## config.mk

```make
export PLATFORM = sky130hd
export DESIGN_NAME = instmem_fetch
export DESIGN_NICKNAME = d
export VERILOG_FILES = /design/src/rtl/instmem_fetch.sv
export SDC_FILE = /design/constraint.sdc
export NUM_CORES = 1
export LEC_CHECK = 0
export CORE_MARGIN = 2
export CORE_UTILIZATION = 25
export CTS_CLUSTER_DIAMETER = 200
export DETAILED_ROUTE_END_ITERATION = 12
export DONT_BUFFER_PORTS = 1
export GPL_TIMING_DRIVEN = 1
export PLACE_DENSITY = 0.38
export SLEW_MARGIN = 0
export SYNTH_ARGS = -nofsm -noshare
export SYNTH_HDL_FRONTEND = slang
export SYNTH_SLANG_ARGS = --single-unit
```

## constraint.sdc

```tcl
create_clock -name clk -period 2.06 [get_ports clk]
set_clock_uncertainty 0.1 [all_clocks]
set_input_delay 0.412 -clock clk [delete_from_list [all_inputs] [get_ports clk]]
set_output_delay 0.412 -clock clk [all_outputs]
set_load 0.01 [all_outputs]
```

## src/rtl/instmem_fetch.sv

```systemverilog
// Instruction fetch unit: issues reads to a synchronous instruction memory and
// buffers returned words with their addresses in a small prefetch queue.
module instmem_fetch #(
    parameter int unsigned DEPTH = 4,
    parameter int unsigned AW    = 10
) (
    input  logic          clk,
    input  logic          rst_n,
    input  logic          pc_load,
    input  logic [AW-1:0] pc_value,
    input  logic          fetch_en,
    output logic [AW-1:0] mem_adb,
    output logic          mem_ceb,
    output logic          mem_oce,
    input  logic [15:0]   mem_dout,
    output logic          ins_valid,
    input  logic          ins_ready,
    output logic [15:0]   ins_data,
    output logic [AW-1:0] ins_addr
);

    localparam int unsigned DW = 16;
    localparam int unsigned PW = (DEPTH > 1) ? $clog2(DEPTH) : 1;
    localparam int unsigned CW = $clog2(DEPTH + 1);

    typedef enum logic {
        ST_STOP = 1'b0,
        ST_RUN  = 1'b1
    } state_e;

    state_e        state_q, state_d;
    logic [AW-1:0] fetch_addr_q, fetch_addr_d;
    logic          inflight_q, inflight_d;
    logic [AW-1:0] infl_addr_q, infl_addr_d;
    logic [PW-1:0] rd_ptr_q, rd_ptr_d;
    logic [PW-1:0] wr_ptr_q, wr_ptr_d;
    logic [CW-1:0] count_q, count_d;

    logic [DW-1:0] q_data_q [DEPTH];
    logic [AW-1:0] q_addr_q [DEPTH];

    logic          issue_c;
    logic          push_c;
    logic          pop_c;
    logic          credit_c;

    // State register
    always_ff @(posedge clk or negedge rst_n) begin
        if (!rst_n) begin
            state_q      <= ST_STOP;
            fetch_addr_q <= '0;
            inflight_q   <= 1'b0;
            infl_addr_q  <= '0;
            rd_ptr_q     <= '0;
            wr_ptr_q     <= '0;
            count_q      <= '0;
        end else begin
            state_q      <= state_d;
            fetch_addr_q <= fetch_addr_d;
            inflight_q   <= inflight_d;
            infl_addr_q  <= infl_addr_d;
            rd_ptr_q     <= rd_ptr_d;
            wr_ptr_q     <= wr_ptr_d;
            count_q      <= count_d;
        end
    end

    // Credit counts the in-flight read so a returning word always has a slot
    assign credit_c = (count_q + CW'(inflight_q)) < CW'(DEPTH);

    // Next-state: redirect wins over issue, push and pop
    always_comb begin
        state_d      = state_q;
        fetch_addr_d = fetch_addr_q;
        inflight_d   = 1'b0;
        infl_addr_d  = infl_addr_q;
        rd_ptr_d     = rd_ptr_q;
        wr_ptr_d     = wr_ptr_q;
        count_d      = count_q;
        issue_c      = 1'b0;
        push_c       = 1'b0;
        pop_c        = 1'b0;

        if (pc_load) begin
            state_d      = ST_RUN;
            fetch_addr_d = pc_value;
            rd_ptr_d     = '0;
            wr_ptr_d     = '0;
            count_d      = '0;
        end else begin
            issue_c = (state_q == ST_RUN) && fetch_en && credit_c;
            push_c  = inflight_q;
            pop_c   = ins_valid && ins_ready;

            if (issue_c) begin
                inflight_d   = 1'b1;
                infl_addr_d  = fetch_addr_q;
                fetch_addr_d = fetch_addr_q + AW'(1);
            end
            if (push_c) begin
                wr_ptr_d = wr_ptr_q + PW'(1);
            end
            if (pop_c) begin
                rd_ptr_d = rd_ptr_q + PW'(1);
            end
            count_d = count_q + CW'(push_c) - CW'(pop_c);
        end
    end

    // Queue storage; the memory word is captured together with its issue address
    always_ff @(posedge clk or negedge rst_n) begin
        if (!rst_n) begin
            q_data_q <= '{default: '0};
            q_addr_q <= '{default: '0};
        end else if (push_c) begin
            q_data_q[wr_ptr_q] <= mem_dout;
            q_addr_q[wr_ptr_q] <= infl_addr_q;
        end
    end

    assign mem_adb   = fetch_addr_q;
    assign mem_ceb   = issue_c;
    assign mem_oce   = 1'b1;
    assign ins_valid = (count_q != '0);
    assign ins_data  = q_data_q[rd_ptr_q];
    assign ins_addr  = q_addr_q[rd_ptr_q];

endmodule

```

==> run_summary.xml <==
<?xml version="1.0" encoding="UTF-8"?>
<metrics>
  <group name="global_routing">
    <metric name="grt_use_total" unit="%">11.90</metric>
    <metric name="first_global_vias" unit="">3771</metric>
    <metric name="initial_antenna_violation_count" unit="">0</metric>
    <metric name="grt_max_degree" unit="">134</metric>
    <metric name="grt_pass1_wl" unit="um">23260</metric>
    <metric name="grt-ovfl-total" unit="">0</metric>
  </group>
  <group name="setup_path">
    <metric name="crit_arrival" unit="ns">1.66</metric>
    <metric name="crit_fanout" unit="">3</metric>
    <metric name="r2r_end" unit="">infl_addr_q[9]</metric>
    <metric name="reg2reg_from" unit="">count_q[0]</metric>
    <metric name="worstSetupStartpointType" unit="">flip-flop</metric>
    <metric name="critical_path.n_buffers_inverters" unit="">1</metric>
    <metric name="critical_path_top_delay_cell" unit="">sky130_fd_sc_hd__dfrtp_1</metric>
    <metric name="critical_path_start_end_classification" unit="">flip-flop to output pin</metric>
    <metric name="biggest_cell_delay_along_the_critical_path" unit="ns">0.38</metric>
    <metric name="category_of_the_worst_setup_path_capture_point" unit="">output pin</metric>
    <metric name="worst_path_dominant_cell_family" unit="">flip-flops</metric>
    <metric name="crit_chain" unit="">ha_2 -&gt; ha_4 -&gt; xor2_2 -&gt; nor3_2 -&gt; buf_4</metric>
    <metric name="worst_r2r_path_cells" unit="">9</metric>
    <metric name="timing.reg2reg.setup_slack" unit="ns">-0.04</metric>
    <metric name="worst_ep_required_time" unit="ns">1.55</metric>
  </group>
  <group name="sta">
    <metric name="finalSetupViolations" unit="">32</metric>
    <metric name="rsz0062_at_grt" unit="">true</metric>
    <metric name="minimum_period_implied_by_the_final_worst_setup_slack" unit="ns">2.168</metric>
    <metric name="final_hold_viol_count" unit="">133</metric>
    <metric name="drv_slew" unit="">0</metric>
    <metric name="setup_slack" unit="ns">-0.1083</metric>
    <metric name="fin_worst_hold_slack" unit="ns">-0.4044</metric>
    <metric name="share_of_the_cycle_needed_by_the_critical_path_after_routing" unit="%">105.3</metric>
    <metric name="highest_clock_rate" unit="MHz">461.2</metric>
    <metric name="timing.slew.headroom" unit="%">56.59</metric>
    <metric name="tightest_slew" unit="ns">0.6491</metric>
  </group>
  <group name="yosys">
    <metric name="synth.yosys.seq_area_share" unit="%">52.91</metric>
    <metric name="avgSynthCellArea" unit="sq um">16.64</metric>
    <metric name="flops_latches_synth" unit="">133</metric>
    <metric name="synth_common_cells" unit="">sky130_fd_sc_hd__dfrtp_1, sky130_fd_sc_hd__mux2_4, sky130_fd_sc_hd__mux2_1</metric>
    <metric name="post_synth_fa_ha_maj_area_fraction" unit="%">1.790</metric>
    <metric name="synth-edff-count" unit="">0</metric>
    <metric name="postSynthNetCount" unit="">418</metric>
    <metric name="synth_xor_area_share" unit="%">1.949</metric>
    <metric name="synthDominantCellAreaShare" unit="%">52.91</metric>
    <metric name="dominantRegCellSynth" unit="">sky130_fd_sc_hd__dfrtp_1</metric>
    <metric name="postSynthCellCount" unit="">378</metric>
    <metric name="ys_top_cells_by_area" unit="">sky130_fd_sc_hd__dfrtp_1, sky130_fd_sc_hd__mux2_4, sky130_fd_sc_hd__mux4_2</metric>
    <metric name="syn-cell-area" unit="sq mm">0.006290</metric>
    <metric name="ys_types" unit="">29</metric>
    <metric name="synth_simple_gate_area_share" unit="%">4.118</metric>
    <metric name="largest_family_of_logic_cells_by_synthesized_area" unit="">multiplexers</metric>
    <metric name="synth_compound_area_share" unit="%">0.6962</metric>
    <metric name="synth_mux_area_share" unit="%">35.35</metric>
    <metric name="yosys_warnings" unit="">0</metric>
    <metric name="post-synth-top-count-cell" unit="">sky130_fd_sc_hd__dfrtp_1</metric>
    <metric name="synth_top_cell_by_area" unit="">sky130_fd_sc_hd__dfrtp_1</metric>
    <metric name="synthArstFlopShare" unit="%">100.0</metric>
  </group>
  <group name="pwr">
    <metric name="vdd.ir_drop.worst" unit="V">0.0004277</metric>
    <metric name="power.leakage" unit="nW">3.582</metric>
    <metric name="pwr_density" unit="mW/mm^2">1264</metric>
    <metric name="post-layout-total-power" unit="mW">9.557</metric>
  </group>
  <group name="routing">
    <metric name="dr_total_vias" unit="">3287</metric>
    <metric name="ant_nets" unit="">0</metric>
    <metric name="vias_per_cell" unit="">4.359</metric>
    <metric name="detailedRoute.firstIterationViolations" unit="">168</metric>
    <metric name="route.detailed.wl_per_inst" unit="um">19.31</metric>
    <metric name="met3_length" unit="um">896</metric>
    <metric name="first_pass_iters" unit="">6</metric>
    <metric name="dr_wl_met2" unit="um">6838</metric>
    <metric name="routed.top_layer" unit="">met4</metric>
    <metric name="wl_met1" unit="um">6744</metric>
    <metric name="drc" unit="">0</metric>
    <metric name="routed_wirelength" unit="um">14560</metric>
  </group>
  <group name="cells_and_area">
    <metric name="diodes" unit="">0</metric>
    <metric name="synthToLayoutAreaGrowth" unit="%">20.23</metric>
    <metric name="final_cells" unit="">754</metric>
    <metric name="share_of_cells_above_drive_strength_1" unit="%">46.46</metric>
    <metric name="final_core_util" unit="%">30.29</metric>
    <metric name="fin_nets" unit="">454</metric>
  </group>
  <group name="floorplan">
    <metric name="die_h" unit="um">162.6</metric>
    <metric name="row_count" unit="">58</metric>
    <metric name="design.core.area" unit="sq mm">0.02496</metric>
    <metric name="initial_utilization" unit="%">25.20</metric>
    <metric name="die_x" unit="um">162.6</metric>
    <metric name="floorplan.die_area" unit="sq mm">0.02644</metric>
    <metric name="ioPinCount" unit="">70</metric>
  </group>
  <group name="cts">
    <metric name="tritoncts_num_sinks" unit="">133</metric>
    <metric name="cts_bufs_inserted" unit="">17</metric>
    <metric name="clock_root_cell" unit="">sky130_fd_sc_hd__clkbuf_16</metric>
    <metric name="cts_tree" unit="">yes</metric>
    <metric name="cts.clk_slew.worst_paths" unit="ns">0.06</metric>
    <metric name="cts_hold_repair.buffers" unit="">1</metric>
    <metric name="htreeDepth" unit="">4</metric>
    <metric name="clock_latency" unit="ns">0.41</metric>
    <metric name="cts-root-to-sink-buffers" unit="">2</metric>
  </group>
  <group name="run">
    <metric name="cap_viol_max_count" unit="">0</metric>
  </group>
  <group name="status">
    <metric name="outcome" unit="">finished with violations</metric>
    <metric name="failed_checks" unit="">hold timing, setup timing</metric>
  </group>
  <group name="place">
    <metric name="dp_hpwl" unit="um">8637</metric>
    <metric name="quantity_of_i_o_buffers_inserted_on_ports" unit="">0</metric>
    <metric name="gp_congestion" unit="">0.7811</metric>
    <metric name="numPlacedInstances" unit="">711</metric>
  </group>
  <group name="hold_path">
    <metric name="min-delay-path-class" unit="">input port to asynchronous set/reset pin</metric>
  </group>
</metrics>
## worst max path at each step
stage | startpoint | end | slack, ns | cells past startpoint
global route | count_q[0] | mem_ceb | -0.20 | 5
detailed placement | inflight_q | mem_adb[5] | 0.05 | 8
CTS | inflight_q | mem_ceb | -0.17 | 5
floorplan | inflight_q | infl_addr_q[0] | 0.12 | 6
global placement | inflight_q | mem_adb[5] | 0.06 | 8
finish | count_q[0] | mem_ceb | -0.11 | 5
## metrics by stage
step	TNS (ns)	setup WS [ns]	instance area, sq um
after global placement	0	0.06121	6753
final	-2.005	-0.1083	7562
after global routing	-4.348	-0.1983	7562
after CTS	-3.650	-0.1719	7500
after detailed placement	0	0.04598	6753
after floorplan	0	0.1163	6290
## logic make-up (layout without fill, tap and decap cells)
group                      count (synthesis)  count (layout)
AOI/OAI and AO/OA                          8               8
xor gates and xnor gates                  14              14
adders and majority gates                  9               9
buffers and inverters                     27              73
DFF                                      133             133
muxes                                    145             145
other                                      1               1
and+or+nand+nor                           41              41
## cell usage in the layout (no fill, tap or decap), types with 4 or more instances in the layout
master,count
sky130_fd_sc_hd__dfrtp_1,131
sky130_fd_sc_hd__mux2_4,87
sky130_fd_sc_hd__buf_4,27
sky130_fd_sc_hd__mux4_2,26
sky130_fd_sc_hd__mux2_1,26
sky130_fd_sc_hd__clkbuf_16,18
sky130_fd_sc_hd__nand2_1,12
sky130_fd_sc_hd__xnor2_1,9
sky130_fd_sc_hd__nor2_1,8
sky130_fd_sc_hd__o21ai_1,7
sky130_fd_sc_hd__ha_1,7
sky130_fd_sc_hd__inv_1,6
sky130_fd_sc_hd__buf_12,5
sky130_fd_sc_hd__nand2_4,4
sky130_fd_sc_hd__xor2_1,4
sky130_fd_sc_hd__mux2_2,4
sky130_fd_sc_hd__clkbuf_1,4
## power by group
part | internal, mW | total [mW] | switching [mW]
sequential | 3.40 | 3.95 | 0.545
combinational | 1.68 | 2.69 | 1.01
clock | 1.85 | 2.92 | 1.07
## flip-flops by register name (all words and copies together) (netlist names)
register / count
count_q: 3
infl_addr_q: 10
inflight_q: 1
mem_adb: 10
q_addr_q: 40
q_data_q: 64
rd_ptr_q: 2
state_q: 1
wr_ptr_q: 2
## layer usage
metal / vias to the layer above / global-route usage, %
li1: 1441 / -
met1: 1768 / 15.68
met2: 74 / 18.53
met3: 4 / 4.609
met4: 0 / 2.776
met5: - / 0
## repair_timing
action	in CTS	in global routing
pin swaps	1	2
endpoints found under the setup margin	27	42
hold endpoints to repair	148	133
buffers inserted	9	2
resized for setup	12	11
gates cloned	2	1
## cell type report
class	instances	area [sq um]
repair buffers	38	402.9
clock buffers	24	481.7
fillers	2497	17400
flip-flops and latches	133	3331
inverters	6	22.52
multi-input cells	218	2836
well taps	330	412.9
clock inverters	5	75.07
No activity file was read; power rests on OpenSTA's default activity.
